### src/rtl/round_ctrl_pkg.sv
// Shared definitions for the game round controller: FSM state encoding and default widths.
package round_ctrl_pkg;

    typedef enum logic [2:0] {
        IDLE  = 3'd0,
        SETUP = 3'd1,
        PLAY  = 3'd2,
        CHECK = 3'd3,
        DONE  = 3'd4
    } state_t;

    localparam int unsigned T_MAX_DEF   = 9;
    localparam int unsigned TEMPO_W_DEF = 4;
    localparam int unsigned ROUND_W     = 4;

endpackage

### src/rtl/round_ctrl_score_acc.sv
// score_acc: saturating score adder. With ROUND_CTRL_TIME_BONUS_EN defined a correct
// answer is worth (T_MAX - tempo) + 1 points, otherwise exactly one point.
module score_acc
    import round_ctrl_pkg::*;
#(
    parameter int unsigned TEMPO_W = TEMPO_W_DEF,
    parameter int unsigned T_MAX   = T_MAX_DEF,
    parameter int unsigned SCORE_W = 8
) (
    input  logic [SCORE_W-1:0] score,
    input  logic [TEMPO_W-1:0] tempo,
    output logic [SCORE_W-1:0] sum
);

    localparam logic [31:0] SCORE_MAX = 32'((64'd1 << SCORE_W) - 64'd1);

    logic [31:0] inc;
    logic [31:0] total;

`ifdef ROUND_CTRL_TIME_BONUS_EN
    // A tempo beyond T_MAX cannot come from the counter; treat it as the slowest answer.
    always_comb begin
        inc = 32'd1;
        if (32'(tempo) <= T_MAX) begin
            inc = T_MAX - 32'(tempo) + 32'd1;
        end
    end
`else
    logic unused_cfg;
    assign unused_cfg = ^{tempo, 32'(T_MAX)};
    assign inc        = 32'd1;
`endif

    always_comb begin
        total = 32'(score) + inc;
        sum   = '1;
        if (total <= SCORE_MAX) begin
            sum = total[SCORE_W-1:0];
        end
    end

endmodule

### src/rtl/round_ctrl.sv
// round_ctrl: game round sequencer driving the time counter's clear/enable and keeping score.
// Optional time bonus scoring via ROUND_CTRL_TIME_BONUS_EN (see score_acc).
module round_ctrl
    import round_ctrl_pkg::*;
#(
    parameter int unsigned MAX_ROUNDS = 8,
    parameter int unsigned TEMPO_W    = TEMPO_W_DEF,
    parameter int unsigned T_MAX      = T_MAX_DEF,
    parameter int unsigned SCORE_W    = 8
) (
    input  logic               clkt,
    input  logic               R,
    input  logic               tick,
    input  logic               start,
    input  logic               enter,
    input  logic               hit,
    input  logic               end_time,
    input  logic [TEMPO_W-1:0] tempo,
    output logic               R_time,
    output logic               E_time,
    output logic [3:0]         round,
    output logic [SCORE_W-1:0] score,
    output logic               end_game,
    output logic               win
);

    localparam logic [ROUND_W-1:0] LAST_ROUND = ROUND_W'(MAX_ROUNDS);

    state_t               state;
    state_t               next_state;
    logic                 hit_q;
    logic [TEMPO_W-1:0]   tempo_q;
    logic [SCORE_W-1:0]   score_sum;

    score_acc #(
        .TEMPO_W (TEMPO_W),
        .T_MAX   (T_MAX),
        .SCORE_W (SCORE_W)
    ) u_score_acc (
        .score (score),
        .tempo (tempo_q),
        .sum   (score_sum)
    );

    assign E_time = (state == PLAY) && tick;

    always_comb begin
        next_state = state;
        unique case (state)
            IDLE:    if (start) next_state = SETUP;
            SETUP:   next_state = PLAY;
            PLAY: begin
                if (end_time)   next_state = DONE;
                else if (enter) next_state = CHECK;
            end
            CHECK: begin
                if (!hit_q || round == LAST_ROUND) next_state = DONE;
                else                               next_state = SETUP;
            end
            DONE:    if (start) next_state = SETUP;
            default: next_state = IDLE;
        endcase
    end

    // Status outputs are registered from next_state so they line up with the state register.
    always_ff @(posedge clkt) begin
        if (!R) begin
            state    <= IDLE;
            R_time   <= 1'b1;
            round    <= '0;
            score    <= '0;
            end_game <= 1'b0;
            win      <= 1'b0;
            hit_q    <= 1'b0;
            tempo_q  <= '0;
        end else begin
            state    <= next_state;
            R_time   <= (next_state == IDLE) || (next_state == SETUP) || (next_state == DONE);
            end_game <= (next_state == DONE);
            unique case (state)
                IDLE, DONE: begin
                    if (start) begin
                        round <= '0;
                        score <= '0;
                        win   <= 1'b0;
                    end
                end
                SETUP: round <= round + 4'd1;
                PLAY: begin
                    if (end_time) begin
                        win <= 1'b0;
                    end else if (enter) begin
                        hit_q   <= hit;
                        tempo_q <= tempo;
                    end
                end
                CHECK: begin
                    if (hit_q) begin
                        score <= score_sum;
                        win   <= (round == LAST_ROUND);
                    end else begin
                        win   <= 1'b0;
                    end
                end
                default: ;
            endcase
        end
    end

endmodule

### config.mk
export PLATFORM = sky130hd
export DESIGN_NAME = round_ctrl
export DESIGN_NICKNAME = d
export VERILOG_FILES = /design/src/rtl/round_ctrl_pkg.sv /design/src/rtl/round_ctrl_score_acc.sv /design/src/rtl/round_ctrl.sv
export SDC_FILE = /design/constraint.sdc
export NUM_CORES = 1
export LEC_CHECK = 0
export BUFFER_PORTS_ARGS = -buffer_cell sky130_fd_sc_hd__clkbuf_2
export CORE_MARGIN = 2
export CORE_UTILIZATION = 45
export CTS_CLUSTER_SIZE = 12
export DETAILED_ROUTE_END_ITERATION = 16
export PLACE_DENSITY = 0.78
export SYNTH_ARGS = -nofsm -noshare
export SYNTH_HDL_FRONTEND = slang
export SYNTH_SLANG_ARGS = --single-unit
export TNS_END_PERCENT = 50
### constraint.sdc
create_clock -name clkt -period 1.4 [get_ports clkt]
set_input_delay 0.07 -clock clkt [delete_from_list [all_inputs] [get_ports clkt]]
set_output_delay 0.07 -clock clkt [all_outputs]
set_load 0.1 [all_outputs]
After elaboration in Yosys (flattened, before gate mapping)
Cells that the tools add are included.
W data, S select, Z words.
{"block": "word_totals", "reg_bits": 19, "in_bits": 11, "out_inout_bits": 16, "word_cells": 51}
{"block": "op_classes", "n_addsub": 2, "n_lt_le_gt_ge": 1, "n_eq_ne": 10, "mux": 15, "bitwise_logic": 1, "reduce_logical": 15}
{"cell": "$le A32 B8 Y1 const B", "count": 1}
{"cell": "$mux W8", "count": 3}
{"cell": "$pmux W8 S2", "count": 1}
{"cell": "$mux W3", "count": 4}
{"cell": "$pmux W3 S4", "count": 1}
{"cell": "$add A8 B1 Y9 const B", "count": 1}
{"cell": "$reduce_and A3 Y1", "count": 3}
{"cell": "$pmux W4 S2", "count": 1}
{"cell": "$eq A3 B1 Y1 const B", "count": 2}
{"cell": "$eq A3 B2 Y1 const B", "count": 2}
{"cell": "$eq A3 B3 Y1 const B", "count": 2}
{"cell": "$logic_not A3 Y1", "count": 2}
{"cell": "$add A4 B1 Y4 const B", "count": 1}
{"cell": "$eq A4 B4 Y1 const B", "count": 1}
{"cell": "$mux W4", "count": 1}
{"cell": "$ne A2 B2 Y1 const B", "count": 2}
{"cell": "$reduce_bool A2 Y1", "count": 2}
{"cell": "$logic_or A1 B1 Y1", "count": 3}
{"cell": "$mux W1", "count": 3}
{"cell": "$pmux W1 S3", "count": 1}
{"cell": "$reduce_bool A3 Y1", "count": 1}
{"cell": "$ne A2 B1 Y1 const B", "count": 1}
{"cell": "$reduce_and A2 Y1", "count": 1}
{"cell": "$reduce_or A2 Y1", "count": 1}
{"cell": "other kinds (3)", "count": 3}

Longest topological paths before layout
{"block": "depth", "word_depth": 7, "ltp_mapped": 6, "mapped_depth_nobuf": 6}

Modules after synthesis
Synthesis repeated with hierarchy kept, for this count alone.
{"block": "hier_totals", "cells_unflattened": 144, "hier_area_um2": 1267.5}
{"mod": "round_ctrl", "n_inst": 1, "cells_each": 118, "area_per_inst_um2": 1088.5, "seq_area_each_um2": 460.4}
{"mod": "score_acc", "n_inst": 1, "cells_each": 26, "area_per_inst_um2": 178.9, "seq_area_each_um2": 0.0}

Least setup slack after synthesis
No wires, ideal clock.
{"block": "synth_timing", "path_kind": "reg2reg", "from": "register score[0]", "to": "register score[5]", "setup_ns": 0.083, "t_arrival_ns": 2.169, "t_required_ns": 1.317, "path_slack_ns": -0.852, "path_stages_with_launch": 6, "n_path_buf": 0, "synth_period_minus_slack_ns": 2.252, "cell_sequence": "dfxtp_1 > ha_1 > nand2_1 > or3_1 > o21a_1 > o221ai_1"}
{"block": "synth_via", "elab_chain_len": 5}
{"element": "start, declared", "line": "round_ctrl.sv:22", "text": "output logic [SCORE_W-1:0] score,"}
{"element": "start signal, assigned", "line": "round_ctrl.sv:99", "text": "score <= score_sum;"}
{"element": "$add A8 B1 Y9 (*)", "line": "round_ctrl_score_acc.sv:35", "text": "total = 32'(score) + inc;"}
{"element": "$le A32 B8 Y1", "line": "round_ctrl_score_acc.sv:37", "text": "if (total <= SCORE_MAX) begin"}
{"element": "$mux W8 (*)", "line": "round_ctrl_score_acc.sv:37"}
{"element": "$mux W8 (*)", "line": "round_ctrl.sv:98", "text": "if (hit_q) begin"}
{"element": "$pmux W8 S2 (*)", "line": "round_ctrl.sv:80", "text": "unique case (state)"}
Every way passes the cells marked *; elsewhere a longest branch is shown, timed or not. The select of a mux whose other input is x is not followed.
A chain may end at the register's enable or synchronous reset.

Worst setup path after layout
{"block": "layout_timing", "from": "register state[1]", "to": "output E_time"}
{"block": "layout_via", "elab_chain_len": 2}
{"element": "start, declared", "line": "round_ctrl.sv:29", "text": "state_t state;"}
{"element": "start signal, assigned", "line": "round_ctrl.sv:77", "text": "state <= next_state;"}
{"element": "$eq A3 B2 Y1", "line": "round_ctrl.sv:45", "text": "assign E_time = (state == PLAY) && tick;"}
{"element": "$logic_and A1 B1 Y1", "line": "round_ctrl.sv:45"}
{"element": "end, declared", "line": "round_ctrl.sv:20", "text": "output logic E_time,"}
Every way passes these cells.

==> results.cfg <==
[cts]
clock_latency_ns = 0.29
htree_levels = 1
clk_pin_slew_worst_paths_ns = 0.11
cts.sinks = 19
numCtsBuffers = 3
clockBufferDepth = 2
cts_tree = yes
cts_root_buf = clkbuf_4

[sta]
finalHoldViolCount = 0
tightestPinTransition_ns = 0.542
rsz0062_at_grt = yes
period_minus_slack_ns = 1.36
setup_violations = 0
fin_worst_skew_ns = 0.00696
hold_ws_ns = 0.0847
fin_crit_sh_pct = 97.1
maxSlewHeadroom_pct = 64.0
slew_viol_final = 0
fmax_mhz = 736
tns_ns = 0

[synthesis]
yosys_warnings = 0
syn-num-nets = 127
syn_area_per_cell_um2 = 8.69
synth-async-reset-ratio_pct = 0
yosysTopAreaCell = dfxtp_1
synthTopCellsByArea = dfxtp_1 (39%), a21oi_1 (5.6%), ha_1 (3.8%), nand2_1 (3.8%), nor2_1 (3.4%)
yosys.cell_types.count = 39
yosys_register_bits = 19
synth-edff-count = 0
yosysSeqAreaShare_pct = 38.7
synth_top_area_share_pct = 38.7
synthCells = 113
synth_area_um2 = 982
synth_ff_type = dfxtp_1

[worst_setup_path]
cp-end-kind = output port
cp-start-kind = flop
endpoint = E_time
crit_buf_inv = 1
cp_num_cells = 3
cp.required_ns = 1.33
critPathKind = flop to output port
r2r_cells = 5
path_max_fanout = 7
worstPathCellList = nor2b_4 -> and3b_2 -> buf_12
worstSetupStartpoint = state[1]
r2r_end = score[5]
r2r_start = score[1]
crit_family = flip-flops
cpPeakStageDelay_ns = 0.42
crit_slowest_cell = dfxtp_4
r2r_setup_slack_ns = 0.04
cp.arrival_ns = 1.29

[place]
dp.cells = 164
io_buffers = 22
post-dp-hpwl_mm = 1.69
placed_area_um2 = 1220
gp_congestion = 0.866

[job]
max_cap_violations = 0

[grt]
grt_overflow = 0
grt_antenna_before_repair = 0
grt_pass1_wl_mm = 3.67
grt_max_degree = 12
grtUsageTotal_pct = 18.7
grt_pass1_vias = 846

[cells_and_area]
area_growth_syn_to_layout_pct = 31.1
fin_util_pct = 64.3
antenna_cells = 0
final_area_um2 = 1290
finish.net_count = 159
fill_cells = 176
regArea_um2 = 430
multiInputGateArea_um2 = 574
fin_cells = 171
post_route_cells_drive_above_1_share_pct = 42.4

[min_path]
min_path_type = input port to flop

[die]
core_um2 = 2000
ioPinCount = 27
die_h_um = 50.7
die_width_um = 50.7
start_util_pct = 49.1
num_rows = 16
dieArea_um2 = 2570

[drt]
wirelength_mm = 2.17
via_per_inst = 5.60
wire_per_inst_um = 12.7
antenna_left = 0
drt_iter0_drc = 15
vias = 958
route.detailed.drc = 0
drt-pass1-iter-count = 4

[power]
power_density_nw_per_um2 = 757
pwr-share-seq_pct = 56.0
p_sw_share_pct = 28.5
ir_worst_vdd_uv = 587
combPwrFrac_pct = 16.5
intPower_mw = 0.697
cellLeakagePower_nw = 0.564
clock_power_share_pct = 27.5
p_switching_mw = 0.278

[run_status]
status = completed
[timing repair]
item                       in CTS  in global routing
pin swaps                       0                  1
buffers inserted                0                  2
setup endpoints to repair       1                  5
gates resized for setup         4                  5
hold buffers                    1                  0
hold endpoints to repair        1                  0
[synth_stat cells, types with 2 or more instances]
cell type,n
a211oi_1,2
nand4_1,2
nor3_1,5
a21oi_1,11
o21ai_0,5
mux2i_1,2
ha_1,3
nor2_1,9
dfxtp_1,19
nand3_1,6
clkbuf_1,2
or3_1,2
a32o_1,2
inv_1,5
nand2_1,10
a31oi_1,3
buf_6,2
o21ai_2,2
[metrics by stage]
stage / power, mW / setup WS, ns
3_3_place_gp: 0.710 / 0.0390
6_report: 0.974 / 0.0408
2_1_floorplan: 0.674 / -0.110
4_1_cts: 0.986 / 0.00127
5_1_grt: 1.03 / -0.0145
3_5_place_dp: 0.715 / 0.0294
[how the worst min path moves through the flow]
stage | from | slack [ns] | end | cells past startpoint
2_1_floorplan | hit | 0.21 | hit_q | 2
3_3_place_gp | hit | 0.30 | hit_q | 3
3_5_place_dp | hit | 0.32 | hit_q | 3
4_1_cts | start | 0.09 | end_game | 4
5_1_grt | start | 0.11 | state[2] | 4
6_report | start | 0.08 | state[2] | 4
[power groups by stage]
stage | combinational, mW | clock (mW) | sequential (mW)
detailed placement | 0.157 | 0 | 0.559
global placement | 0.152 | 0 | 0.558
CTS | 0.160 | 0.280 | 0.547
global route | 0.174 | 0.304 | 0.548
floorplan | 0.0893 | 0 | 0.585
finish | 0.160 | 0.268 | 0.546
[per-layer routing]
layer	track usage, %	vias to the layer above	share of wire [%]
met4	7.21	0	1.5
met2	32.0	24	51
met1	23.3	450	44
met3	2.98	4	3.6
li1	-	480	-
met5	0	-	0
[area by class of cell]
type	count	share of cell area [%]
multi-input combinational	84	44.6
clock inverter	1	0.389
timing repair buffer	32	15.7
clock buffer	3	1.75
sequential	19	33.4
tap	27	2.62
inverter	5	1.46
[cell families (layout without fill, tap and decap cells)]
family,after synthesis,after routing,share of synthesized area [%]
compound gates,31,31,20.4
fa+ha+maj,3,3,3.82
buf+inv,10,41,5.73
flops,19,19,38.7
mux,2,2,2.04
simple gates,48,48,29.3
[worst register-to-register path, cell delays in order, from the launching register on]
cell and delay, ns:
dfxtp_4 0.39, ha_4 0.17, nand2_2 0.07, or3_4 0.37, o21a_1 0.12, o221ai_1 0.16
[cell usage in the layout, fill, tap and decap left out, types with 4 or more instances in the layout]
| master | netlist | final |
|---|---|---|
| inv_1 | 5 | 5 |
| dfxtp_2 | 0 | 4 |
| dfxtp_4 | 0 | 12 |
| clkbuf_2 | 0 | 21 |
| nand2_1 | 10 | 9 |
| nand3_1 | 6 | 6 |
| buf_4 | 1 | 9 |
| nor2_1 | 9 | 9 |
| a21oi_1 | 11 | 11 |
| nor3_1 | 5 | 5 |
[flip-flops by register name, indices dropped and copies added (netlist names)]
signal,cells
R_time,1
end_game,1
hit_q,1
round,4
score,8
state,3
win,1
No activity file was read; power rests on OpenSTA's default activity.
